<file path="config.mk">
export PLATFORM = sky130hd
export DESIGN_NAME = uart_ctrl_top
export DESIGN_NICKNAME = d
export VERILOG_FILES = /design/src/rtl/uart_pkg.sv /design/src/rtl/uart_baud_gen.sv /design/src/rtl/uart_ctrl_top.sv
export SDC_FILE = /design/constraint.sdc
export NUM_CORES = 1
export LEC_CHECK = 0
export BUFFER_PORTS_ARGS = -buffer_cell sky130_fd_sc_hd__buf_2
export CAP_MARGIN = 20
export CELL_PAD_IN_SITES_DETAIL_PLACEMENT = 0
export CELL_PAD_IN_SITES_GLOBAL_PLACEMENT = 1
export CORE_ASPECT_RATIO = 1.75
export CORE_MARGIN = 5
export CORE_UTILIZATION = 48
export CTS_BUF_LIST = sky130_fd_sc_hd__clkbuf_4 sky130_fd_sc_hd__clkbuf_8
export DETAILED_ROUTE_END_ITERATION = 10
export HOLD_SLACK_MARGIN = 0.08
export PLACE_DENSITY_LB_ADDON = 0.1
export SLEW_MARGIN = 30
export SYNTH_ARGS = -nofsm -noshare
export SYNTH_HDL_FRONTEND = slang
export SYNTH_HIERARCHICAL = 1
export SYNTH_SLANG_ARGS = --single-unit
</file>
<file path="constraint.sdc">
create_clock -name sys_clk -period 5.34 [get_ports sys_clk]
set_input_delay 1.335 -clock sys_clk [delete_from_list [all_inputs] [get_ports sys_clk]]
set_output_delay 1.335 -clock sys_clk [all_outputs]
set_load 0.02 [all_outputs]
</file>
<file path="src/rtl/uart_pkg.sv">
// Purpose : shared constants and types for the UART transmit controller.
// Latency : n/a (declarations only).
// Backpressure: n/a.
package uart_pkg;

    // CON register bit positions
    localparam int CON_EN_BIT     = 0;
    localparam int CON_TXIE_BIT   = 1;
    localparam int CON_DIV_EN_BIT = 4;
    localparam int CON_TXDONE_BIT = 8;
    localparam int CON_BUSY_BIT   = 9;
    localparam int CON_RXLVL_BIT  = 15;

    // Default prescale factor used when CON.DIV_EN is set (legal 1..15)
    localparam int unsigned DIV_SEL_DEF = 3;

    typedef enum logic [1:0] {
        ST_IDLE  = 2'd0,
        ST_START = 2'd1,
        ST_DATA  = 2'd2,
        ST_STOP  = 2'd3
    } tx_state_e;

endpackage

</file>
<file path="src/rtl/uart_baud_gen.sv">
// Purpose : turns the external baud-source signal into one-cycle bit boundaries.
// Latency : source edge reaches src_tick 2 cycles later; bit_tick is combinational on the Nth src_tick.
// Backpressure: none; restart clears the counters and reloads BAUD/DIV settings.
//
// Ports:
//   sys_clk, sys_rstn  clock and synchronous active-low reset
//   uart_baud_clk      baud-source level, sampled as data
//   restart            clear counters and reload settings (frame start)
//   baud_val, div_en   live BAUD register and CON.DIV_EN
//   bit_tick           one-cycle pulse at the end of each bit period
module uart_baud_gen
    import uart_pkg::*;
#(
    parameter int unsigned DIV_SEL = DIV_SEL_DEF
) (
    input  logic        sys_clk,
    input  logic        sys_rstn,
    input  logic        uart_baud_clk,
    input  logic        restart,
    input  logic [15:0] baud_val,
    input  logic        div_en,
    output logic        bit_tick
);

    localparam logic [3:0] DIV_W = 4'(DIV_SEL);

    logic        sync1_q, sync1_d;
    logic        sync2_q, sync2_d;
    logic        sync3_q, sync3_d;
    logic [3:0]  pre_cnt_q, pre_cnt_d;
    logic [15:0] bit_cnt_q, bit_cnt_d;
    logic [15:0] baud_lat_q, baud_lat_d;
    logic [3:0]  div_lat_q, div_lat_d;
    logic        src_tick;
    logic        pre_last;
    logic [3:0]  div_now;

    always_comb begin
        sync1_d    = uart_baud_clk;
        sync2_d    = sync1_q;
        sync3_d    = sync2_q;
        src_tick   = sync2_q & ~sync3_q;
        div_now    = div_en ? DIV_W : 4'd1;
        // 5-bit compare so a divisor of 15 cannot wrap and a stray 0 acts as 1
        pre_last   = ({1'b0, pre_cnt_q} + 5'd1) >= {1'b0, div_lat_q};
        pre_cnt_d  = pre_cnt_q;
        bit_cnt_d  = bit_cnt_q;
        baud_lat_d = baud_lat_q;
        div_lat_d  = div_lat_q;
        bit_tick   = 1'b0;

        if (restart) begin
            pre_cnt_d  = 4'd0;
            bit_cnt_d  = 16'd0;
            baud_lat_d = baud_val;
            div_lat_d  = div_now;
        end else if (src_tick) begin
            if (pre_last) begin
                pre_cnt_d = 4'd0;
                if (bit_cnt_q >= baud_lat_q) begin
                    // Bit boundary: settings written mid-bit apply from here on
                    bit_cnt_d  = 16'd0;
                    bit_tick   = 1'b1;
                    baud_lat_d = baud_val;
                    div_lat_d  = div_now;
                end else begin
                    bit_cnt_d = bit_cnt_q + 16'd1;
                end
            end else begin
                pre_cnt_d = pre_cnt_q + 4'd1;
            end
        end
    end

    always_ff @(posedge sys_clk) begin
        if (!sys_rstn) begin
            sync1_q    <= 1'b0;
            sync2_q    <= 1'b0;
            sync3_q    <= 1'b0;
            pre_cnt_q  <= 4'd0;
            bit_cnt_q  <= 16'd0;
            baud_lat_q <= 16'd0;
            div_lat_q  <= 4'd1;
        end else begin
            sync1_q    <= sync1_d;
            sync2_q    <= sync2_d;
            sync3_q    <= sync3_d;
            pre_cnt_q  <= pre_cnt_d;
            bit_cnt_q  <= bit_cnt_d;
            baud_lat_q <= baud_lat_d;
            div_lat_q  <= div_lat_d;
        end
    end

endmodule

</file>
<file path="src/rtl/uart_ctrl_top.sv">
// Purpose : register-programmed 8N1 UART transmitter with CON/BAUD/TXBUF and a level interrupt.
// Latency : accepted TXBUF write drives the start bit on the next edge; readbacks show writes one cycle later.
// Backpressure: TXBUF writes while BUSY are dropped; software polls CON.BUSY or waits for TXDONE.
//
// Ports:
//   sys_clk, sys_rstn                       clock and synchronous active-low reset
//   uart_baud_clk                           baud-source level (data, not a clock)
//   uart_con_wr/uart_baud_wr/uart_txbuf_wr  one-cycle write strobes, data on icb_wdat
//   uart_rx                                 serial input, reported as CON.RXLVL only
//   uart_con/uart_baud/uart_txbuf           register readbacks
//   uart_tx, uart_en, uart_int              serial line, CON.EN, TXDONE & TXIE
module uart_ctrl_top
    import uart_pkg::*;
#(
    parameter int unsigned DIV_SEL   = DIV_SEL_DEF,
    parameter int unsigned DATA_BITS = 8
) (
    input  logic        sys_clk,
    input  logic        sys_rstn,
    input  logic        uart_baud_clk,
    input  logic        uart_baud_wr,
    input  logic        uart_con_wr,
    input  logic        uart_txbuf_wr,
    input  logic [15:0] icb_wdat,
    input  logic        uart_rx,
    output logic [15:0] uart_con,
    output logic [15:0] uart_baud,
    output logic [15:0] uart_txbuf,
    output logic        uart_tx,
    output logic        uart_en,
    output logic        uart_int
);

    localparam logic [2:0] LAST_BIT = 3'(DATA_BITS - 1);

    tx_state_e   state_q, state_d;
    logic        en_q, en_d;
    logic        txie_q, txie_d;
    logic        div_en_q, div_en_d;
    logic        txdone_q, txdone_d;
    logic [15:0] baud_q, baud_d;
    logic [7:0]  txbuf_q, txbuf_d;
    logic        rx_s1_q, rx_s1_d;
    logic        rx_s2_q, rx_s2_d;
    logic [2:0]  bit_idx_q, bit_idx_d;
    logic [7:0]  shift_q, shift_d;
    logic        tx_q, tx_d;
    logic        int_q, int_d;

    logic        busy;
    logic        accept;
    logic        bit_tick;
    logic        txdone_set;
    logic        txdone_clr;

    uart_baud_gen #(
        .DIV_SEL (DIV_SEL)
    ) u_baud_gen (
        .sys_clk       (sys_clk),
        .sys_rstn      (sys_rstn),
        .uart_baud_clk (uart_baud_clk),
        .restart       (accept),
        .baud_val      (baud_q),
        .div_en        (div_en_q),
        .bit_tick      (bit_tick)
    );

    always_comb begin
        state_d    = state_q;
        en_d       = en_q;
        txie_d     = txie_q;
        div_en_d   = div_en_q;
        baud_d     = baud_q;
        txbuf_d    = txbuf_q;
        bit_idx_d  = bit_idx_q;
        shift_d    = shift_q;
        tx_d       = tx_q;
        rx_s1_d    = uart_rx;
        rx_s2_d    = rx_s1_q;
        txdone_set = 1'b0;

        busy   = (state_q != ST_IDLE);
        accept = uart_txbuf_wr & en_q & ~busy;

        if (uart_con_wr) begin
            en_d     = icb_wdat[CON_EN_BIT];
            txie_d   = icb_wdat[CON_TXIE_BIT];
            div_en_d = icb_wdat[CON_DIV_EN_BIT];
        end
        if (uart_baud_wr) begin
            baud_d = icb_wdat;
        end
        // The byte is kept even with EN=0 so software can preload it
        if (uart_txbuf_wr && !busy) begin
            txbuf_d = icb_wdat[7:0];
        end

        unique case (state_q)
            ST_IDLE: begin
                if (accept) begin
                    state_d   = ST_START;
                    tx_d      = 1'b0;
                    shift_d   = icb_wdat[7:0];
                    bit_idx_d = 3'd0;
                end
            end
            ST_START: begin
                if (bit_tick) begin
                    state_d = ST_DATA;
                    tx_d    = shift_q[0];
                    shift_d = shift_q >> 1;
                end
            end
            ST_DATA: begin
                if (bit_tick) begin
                    if (bit_idx_q == LAST_BIT) begin
                        state_d = ST_STOP;
                        tx_d    = 1'b1;
                    end else begin
                        bit_idx_d = bit_idx_q + 3'd1;
                        tx_d      = shift_q[0];
                        shift_d   = shift_q >> 1;
                    end
                end
            end
            ST_STOP: begin
                if (bit_tick) begin
                    state_d    = ST_IDLE;
                    tx_d       = 1'b1;
                    txdone_set = 1'b1;
                end
            end
            default: begin
                state_d = ST_IDLE;
                tx_d    = 1'b1;
            end
        endcase

        // Disabling takes effect on the same edge as the CON write and
        // abandons the frame without reporting completion
        if (!en_d) begin
            state_d    = ST_IDLE;
            tx_d       = 1'b1;
            txdone_set = 1'b0;
        end

        // Write-1-to-clear, but a completion in the same cycle wins
        txdone_clr = uart_con_wr & icb_wdat[CON_TXDONE_BIT];
        txdone_d   = txdone_set | (txdone_q & ~txdone_clr);
        int_d      = txdone_d & txie_d;
    end

    always_ff @(posedge sys_clk) begin
        if (!sys_rstn) begin
            state_q   <= ST_IDLE;
            en_q      <= 1'b0;
            txie_q    <= 1'b0;
            div_en_q  <= 1'b0;
            txdone_q  <= 1'b0;
            baud_q    <= 16'd0;
            txbuf_q   <= 8'd0;
            rx_s1_q   <= 1'b0;
            rx_s2_q   <= 1'b0;
            bit_idx_q <= 3'd0;
            shift_q   <= 8'd0;
            tx_q      <= 1'b1;
            int_q     <= 1'b0;
        end else begin
            state_q   <= state_d;
            en_q      <= en_d;
            txie_q    <= txie_d;
            div_en_q  <= div_en_d;
            txdone_q  <= txdone_d;
            baud_q    <= baud_d;
            txbuf_q   <= txbuf_d;
            rx_s1_q   <= rx_s1_d;
            rx_s2_q   <= rx_s2_d;
            bit_idx_q <= bit_idx_d;
            shift_q   <= shift_d;
            tx_q      <= tx_d;
            int_q     <= int_d;
        end
    end

    always_comb begin
        uart_con                 = 16'd0;
        uart_con[CON_EN_BIT]     = en_q;
        uart_con[CON_TXIE_BIT]   = txie_q;
        uart_con[CON_DIV_EN_BIT] = div_en_q;
        uart_con[CON_TXDONE_BIT] = txdone_q;
        uart_con[CON_BUSY_BIT]   = (state_q != ST_IDLE);
        uart_con[CON_RXLVL_BIT]  = rx_s2_q;
    end

    assign uart_baud  = baud_q;
    assign uart_txbuf = {8'h00, txbuf_q};
    assign uart_tx    = tx_q;
    assign uart_en    = en_q;
    assign uart_int   = int_q;

endmodule

</file>
==> Word level (Yosys, flattened, before mapping) <==
Cells that the tools add are included.
W data, S select, Z words.
{ "totals": {"register_bits": 88, "latchBits": 0, "mem_bits_rw": 0, "rom_bits": 0, "out_inout_bits": 51, "memories": 0} }
{ "op_classes": {"addsub": 4, "n_mul": 0, "div": 0, "order_cmp": 2, "eq_ne": 10, "n_shift": 0, "mux": 41, "n_bitwise": 11, "reduce_logical": 17} }
{ "op_table": {"columns": ["cell", "n"], "rows": [
  ["$mux W16", 5],
  ["$mux W8", 4],
  ["$pmux W8 S3", 1],
  ["$mux W4", 5],
  ["$add A16 B1 Y16 const B", 1],
  ["$ge A16 B16 Y1", 1],
  ["$mux W1", 14],
  ["$mux W2", 6],
  ["$ne A2 B2 Y1 const B", 6],
  ["$reduce_and A5 Y1", 2],
  ["$reduce_bool A2 Y1", 5],
  ["$mux W3", 3],
  ["$pmux W2 S4", 1],
  ["$reduce_and A4 Y1", 2],
  ["$and A1 B1 Y1", 6],
  ["$pmux W3 S2", 1],
  ["$add A4 B1 Y5 const B", 1],
  ["$ge A5 B4 Y1", 1],
  ["$add A4 B1 Y4 const B", 1],
  ["$eq A2 B2 Y1 const B", 2],
  ["$not A1 Y1", 4],
  ["$pmux W1 S4", 1],
  ["$reduce_and A2 Y1", 2],
  ["$add A3 B1 Y3 const B", 1],
  ["other kinds (9)", 9]
]} }

==> Depth between registers and ports, before layout <==
Gate-level depths: netlist of run 1.
{ "depth": {"word_depth": 10, "ltp_mapped": 12, "depth_no_buf": 10} }

==> Modules after synthesis <==
Netlist of run 1, hierarchy kept.
{ "modules_own_cells": {"columns": ["module", "n_inst", "cells_per_inst", "area_each_um2", "seq_area_each_um2"], "rows": [
  ["uart_baud_gen", 1, 250, 2267.2, 800.8],
  ["uart_ctrl_top", 1, 228, 2118.3, 900.9]
]} }

==> Least setup slack after synthesis of run 1 <==
No wires, ideal clock.
{ "synth_timing": {"path_kind": "input to register", "startpoint": "input port uart_txbuf_wr", "endpoint": "register state_q[0]", "setup_time_ns": 0.122, "arrival_time_ns": 2.819, "slack_ns": 2.399, "cell_stages": 6, "cell_sequence": "clkbuf_1 -> and3_1 -> and3b_1 -> o21ba_2 -> or3_1 -> o311a_1"} }
{ "synth_between": {"elab_chain_len": 5, "elab_cells_between_ends": 8, "classes_between": "eq/ne: 4; mux: 1; bitwise: 2; reduce/logical: 1"} }
{ "synth_lines": {"columns": ["element", "line_no", "text"], "rows": [
  ["start: declaration", "uart_ctrl_top.sv:23", "input logic uart_txbuf_wr,"],
  ["$and A1 B1 Y1 (*) (2 in a row)", "uart_ctrl_top.sv:83", "accept = uart_txbuf_wr & en_q & ~busy;"],
  ["via accept", "uart_ctrl_top.sv:51", "logic accept;"],
  ["$mux W1 (*)", "uart_baud_gen.sv:52", "if (restart) begin"],
  ["via bit_tick", "uart_ctrl_top.sv:52", "logic bit_tick;"],
  ["$ne A2 B2 Y1 (no line)", null, null],
  ["$reduce_and A5 Y1 (no line) (*)", null, null],
  ["end signal: assignment", "uart_ctrl_top.sv:169", "state_q <= state_d;"],
  ["end: declaration", "uart_ctrl_top.sv:36", "tx_state_e state_q, state_d;"]
]} }
Mark *: on every way through the listed nets, which the timed path passes. The rest lies on a longest branch.
A chain may end at the register's enable or synchronous reset.

==> Worst setup path in the final report of run 1 <==
{ "layout_timing": {"startpoint": "register u_baud_gen.bit_cnt_q[2]", "endpoint": "register shift_q[1]"} }
{ "layout_between": {"elab_chain_len": 7, "elab_cells_between_ends": 8, "classes_between": "order compare: 1; eq/ne: 2; mux: 4; reduce/logical: 1"} }
{ "layout_lines": {"columns": ["element", "line_no", "text"], "rows": [
  ["start: declaration", "uart_baud_gen.sv:31", "logic [15:0] bit_cnt_q, bit_cnt_d;"],
  ["start signal: assignment", "uart_baud_gen.sv:89", "bit_cnt_q <= bit_cnt_d;"],
  ["$ge A16 B16 Y1 (*)", "uart_baud_gen.sv:60", "if (bit_cnt_q >= baud_lat_q) begin"],
  ["$mux W1 (*)", "uart_baud_gen.sv:60", null],
  ["$mux W1 (*)", "uart_baud_gen.sv:58", "if (pre_last) begin"],
  ["$mux W1 (*)", "uart_baud_gen.sv:57", "end else if (src_tick) begin"],
  ["$mux W1 (*)", "uart_baud_gen.sv:52", null],
  ["via bit_tick", "uart_ctrl_top.sv:52", null],
  ["$ne A2 B2 Y1 (no line)", null, null],
  ["$reduce_and A5 Y1 (no line) (*)", null, null],
  ["end signal: assignment", "uart_ctrl_top.sv:179", "shift_q <= shift_d;"],
  ["end: declaration", "uart_ctrl_top.sv:46", "logic [7:0] shift_q, shift_d;"]
]} }
Marked as above.

==> results of run 1 <==
## flip-flops by register name (all words and copies together) (netlist names), 2 cells and up
register,count
bit_idx_q,3
u_baud_gen/bit_cnt_q,16
shift_q,8
state_q,2
u_baud_gen/pre_cnt_q,4
uart_baud,16
txbuf_q,8
u_baud_gen/baud_lat_q,16
## worst max-delay path: stages, from the launching register on
cell	delay, ps
dfxtp_1	600
ha_1	280
o21a_1	140
o21ai_0	70
o21ai_1	280
a21o_1	540
and3b_1	360
nand2b_1	110
a2111o_1	610
mux2i_1	180
## power by group
group / switching, mW / leakage, nW / total, mW / internal (mW)
combinational: 0.110 / 1.35 / 0.166 / 0.0559
sequential: 0.0141 / 0.692 / 0.669 / 0.654
clock: 0.233 / 0.126 / 0.570 / 0.337
## cell usage after synthesis, drive strengths merged (2+ instances only)
cell	count	area [um2]
nor3	7	35.03
or3	3	18.77
o31ai	2	15.01
xor2	12	105.1
a21o	3	22.52
o21ba	2	20.02
and3	4	25.02
nand2	67	251.5
nand4	3	18.77
o2111ai	8	70.07
buf	36	276.5
a2111o	2	22.52
a211oi	19	147.6
nand2b	5	31.28
nor3b	2	15.01
nor4	2	12.51
ha	26	325.3
dfxtp	85	1702
nor2b	3	18.77
a21oi	13	68.82
o22ai	2	12.51
nand3	12	60.06
o211ai	5	37.54
a221oi	2	23.77
mux2	8	90.09
and4	2	17.52
mux2i	46	460.4
inv	26	97.59
xnor2	3	26.28
nor2	22	82.58
and2	8	50.05
o21ai	5	25.02
clkbuf	17	63.81
o21a	2	15.01
## path summary, 6_finish.rpt
kind                      startpoint                 end  depth (start not counted)
max          u_baud_gen/bit_cnt_q[2]          shift_q[1]                          9
min               u_baud_gen/sync1_q  u_baud_gen/sync2_q                          1
max reg2reg  u_baud_gen/bit_cnt_q[2]          shift_q[1]                          9
min reg2reg       u_baud_gen/sync1_q  u_baud_gen/sync2_q                          1
## final cells by class
type / count / share of cell area, %
repair buffers: 58 / 6.175
clock inverters: 5 / 2.206
flip-flops and latches: 85 / 35.29
well taps: 120 / 3.114
multi-input cells: 331 / 48.05
inverters: 26 / 2.024
clock buffers: 11 / 3.140
## cell usage in the layout (no fill, tap or decap), drive strengths merged, types with 11 or more instances in the layout
cell type   n
ha         26
inv        26
nand3      12
xor2       12
mux2i      46
nor2       22
a211oi     19
conb       18
dfxtp      85
nand2      67
buf        58
clkbuf     11
a21oi      13
## per-stage QoR
step / utilization, % / area [um2] / hold slack, ps / instances / setup WS (ps)
floorplan: - / 4449 / 411.9 / 495 / 2399
global placement: 50.75 / 4557 / 414.8 / 620 / 2132
detailed placement: 50.84 / 4564 / 431.1 / 620 / 2054
CTS: 53.71 / 4822 / 454.3 / 636 / 2027
global route: 53.71 / 4822 / 466.3 / 636 / 1852
finish: 53.71 / 4822 / 444.0 / 636 / 2036
## routing by layer
layer / global-route usage [%] / vias to the layer above / wire (um)
met5: 0 / - / 0
met1: 22.31 / 1585 / 3921
li1: - / 1682 / -
met2: 33.26 / 65 / 5427
met4: 8.688 / 0 / 288
met3: 4.045 / 22 / 309
## logic make-up after synthesis
family                   count (synthesis)  synth area share [%]
AO/OA/AOI/OAI                           72                 12.52
AND/OR/NAND/NOR                        146                 15.64
adder cells (fa/ha/maj)                 26                 7.418
other                                    1               0.08551
flip-flops                              85                 38.80
multiplexers                            54                 12.55
XOR/XNOR                                15                 2.996
buffers and inverters                   79                 9.986
==> flow_summary.ini, run 1 <==
[sta]
worst_slew_pin_slew_ps = 902.1
hold_viol_final = 0
report.final.slew_viol_count = 0
relSlewSlack_pct = 39.79
timing.fmax_mhz = 302.7
period_needed_ps = 3304
fin_crit_sh_pct = 61.87
skew_ps = 5.071
rsz0062_at_grt = no
finalSetupViolCount = 0
tns_ps = 0

[global_route]
grt_use_total_pct = 19.32
grt_overflow_total = 0
grt_max_degree = 41
grt_pass1_wl_mm = 16.53
first_global_vias = 3318
antenna_found_initial = 0

[outcome]
status = complete, no violations

[worst_setup_path]
startpoint_type = flip-flop
end_kind = flip-flop
critPathKind = flip-flop to flip-flop
cp_max_fo = 17
arrival_ps = 3530
cp.required_ps = 5570
r2r_slack_ps = 2040

[power_and_ir_drop]
power_leakage_nw = 2.163
ir_worst_vdd_mv = 0.1732
power_density_mw_per_mm2 = 291.2
p_total_mw = 1.404

[floorplanning]
io_pins = 74
die_x_um = 82.26
die-area_mm2 = 0.01122
rows = 46
die_y_um = 136.4
initial_core_util_pct = 48.84
core_area_mm2 = 0.008979

[synthesis]
syn_area_mm2 = 0.004385
synth_edf_count = 0
avgSynthCellArea_um2 = 9.175
ys_warn_count = 6
synth_seq_cells = 85
synthFlopType = dfxtp_1
async_flop_share_pct = 0
ys_seq_area_share_pct = 38.80
yosysUniqueCellTypes = 56
syn_inst = 478

[place]
dp_hpwl_mm = 7.582
place.gp.congestion = 0.7785
numPortBuffers = 55

[cells_and_area]
multi_input_area_mm2 = 0.002317
seqCellArea_mm2 = 0.001702
diodes = 0
fill_cells = 902
area_delta_synth_final_pct = 9.957
drive_gt1_share_pct = 17.25
finalNetCount = 560

[cts]
cts_tree = done
cts_made_buffers = 9
cts.sinks = 85
h-tree-depth = 3
clockRootBuffer = clkbuf_8
clkLatencyLatePin_ps = 360
post_cts_resize_count = 0
cts.clk_slew.worst_paths_ps = 80
clockBufferDepth = 2
post_cts_buffers = 0
hold_buffers = 0

[route]
route.detailed.wl_per_inst_um = 15.64
antenna_left = 0
routed_wl_mm = 9.946
drt_iter0_drc = 87
drc = 0
avgViaCountPerCell = 5.274
num_vias = 3354
drt-pass1-iter-count = 4

[job]
max-cap-violations = 0

[hold_path]
worstHoldPathType = flip-flop to flip-flop
Note: power is estimated with default switching activity, not from simulation.
==> inputs of run 2 (changes only) <==
- CORE_UTILIZATION: 48 -> 44
- clock period: 5.34 -> 3.4 ns (I/O delays scaled with it)
==> run 2 against run 1 <==
Against the previous run: via count is 0.18% higher; sequential share of layout area is 0.064 points lower; register-to-register slack got worse by 1400 ps; final area increased by 0.18%; clock power increased by 45%; critical path depth unchanged; largest cell class unchanged.
==> flow_summary.ini, run 2 (synthesis results as in run 1) <==
[route]
routed_wl_mm = 10.22
drt_iter0_drc = 87
antenna_left = 0
drt-pass1-iter-count = 4
route.detailed.wl_per_inst_um = 15.80
num_vias = 3360
avgViaCountPerCell = 5.193
drc = 0

[cells_and_area]
area_delta_synth_final_pct = 10.16
mostFrequentLayoutCells = 85 x dfxtp_1, 67 x nand2_1, 55 x buf_2
multi_input_area_mm2 = 0.002310
finalNetCount = 566
final_common_cell = dfxtp_1
fill_cells = 1005
drive_gt1_share_pct = 18.20
diodes = 0
seqCellArea_mm2 = 0.001702

[global_route]
grt_overflow_total = 0
grt_pass1_wl_mm = 16.67
grt_use_total_pct = 17.28
antenna_found_initial = 0
first_global_vias = 3371
grt_max_degree = 48

[floorplanning]
die-area_mm2 = 0.01214
die_y_um = 142.1
rows = 48
io_pins = 74
initial_core_util_pct = 44.80
core_area_mm2 = 0.009789
die_x_um = 85.47

[cts]
clockRootBuffer = clkbuf_8
cts_made_buffers = 9
cts.clk_slew.worst_paths_ps = 90
h-tree-depth = 3
clockBufferDepth = 2
cts_tree = done
clkLatencyLatePin_ps = 370
cts.sinks = 85
post_cts_resize_count = 0
post_cts_buffers = 0
hold_buffers = 0

[worst_setup_path]
critical-path-max-stage-delay_ps = 610
crit_slowest_cell = a2111o_1
critPathKind = flip-flop to flip-flop
cp_max_fo = 8
path_cells = ha_1 > nand2_1 > o21a_1 > o221ai_1 > a21o_1 > and3b_1 > nand2b_1 > a2111o_1 > mux2i_1
arrival_ps = 3030
crit_family = compound AO/OA/AOI/OAI gates
cp.required_ps = 3640
startpoint_type = flip-flop
end_kind = flip-flop
cp.buffers_inverters = 0

[sta]
worst_slew_pin_slew_ps = 948.6
rsz0062_at_grt = no
finalSetupViolCount = 0
skew_ps = 15.18
tns_ps = 0
relSlewSlack_pct = 36.69
hold_ws_ps = 438.9
fin_crit_sh_pct = 82.14
timing.fmax_mhz = 358.1
hold_viol_final = 0
report.final.slew_viol_count = 0
period_needed_ps = 2793

[outcome]
status = complete, no violations

[power_and_ir_drop]
power_density_mw_per_mm2 = 444.4
power_leakage_nw = 2.181
p_total_mw = 2.147
ir_worst_vdd_mv = 0.2654

[place]
place.gp.congestion = 0.7982
dp_hpwl_mm = 7.793
numPortBuffers = 55

[job]
max-cap-violations = 0

[hold_path]
worstHoldPathType = flip-flop to flip-flop
[run 2: per-layer routing]
| metal | vias to the layer above | track usage [%] | share of wire [%] |
|---|---|---|---|
| met5 | - | 0 | 0 |
| met4 | 0 | 7.006 | 2.2 |
| met3 | 13 | 2.665 | 2.1 |
| met2 | 52 | 32.70 | 55 |
| met1 | 1606 | 18.76 | 40 |
| li1 | 1689 | - | - |
[run 2: layout make-up]
cell class | count | share of cell area (%)
Clock inverter | 6 | 1.891
Tap cell | 125 | 3.238
Inverter | 26 | 2.020
Sequential cell | 85 | 35.22
Multi-Input combinational cell | 331 | 47.81
Clock buffer | 10 | 2.720
Timing Repair Buffer | 64 | 7.097
[run 2: report_power, final]
part	internal [mW]	switching [mW]
clock	0.429	0.397
combinational	0.0943	0.177
sequential	1.03	0.0215
[run 2: stage by stage]
| step | setup slack, ps | instances | instance area, um2 | util [%] |
|---|---|---|---|---|
| final | 607.4 | 647 | 4831 | 49.35 |
| after global routing | 438.1 | 647 | 4831 | 49.35 |
| after CTS | 589.4 | 647 | 4831 | 49.35 |
| after detailed placement | 594.1 | 631 | 4608 | 47.07 |
| after global placement | 656.9 | 631 | 4608 | 47.07 |
| after floorplan | 634.4 | 495 | 4449 | - |
[run 2: final timing paths]
kind	start	end	slack [ps]	cells after the start
hold reg to reg	u_baud_gen/sync1_q	u_baud_gen/sync2_q	440	1
setup reg to reg	u_baud_gen/bit_cnt_q[11]	shift_q[1]	610	9
hold / removal	u_baud_gen/sync1_q	u_baud_gen/sync2_q	440	1
setup / recovery	u_baud_gen/bit_cnt_q[11]	shift_q[1]	610	9
[run 2: worst register-to-register path: stages, from the launching register on]
cell and delay, ps:
dfxtp_1 370, ha_1 320, nand2_1 80, o21a_1 200
o221ai_1 370, a21o_1 150, and3b_1 270, nand2b_1 120
a2111o_1 610, mux2i_1 180
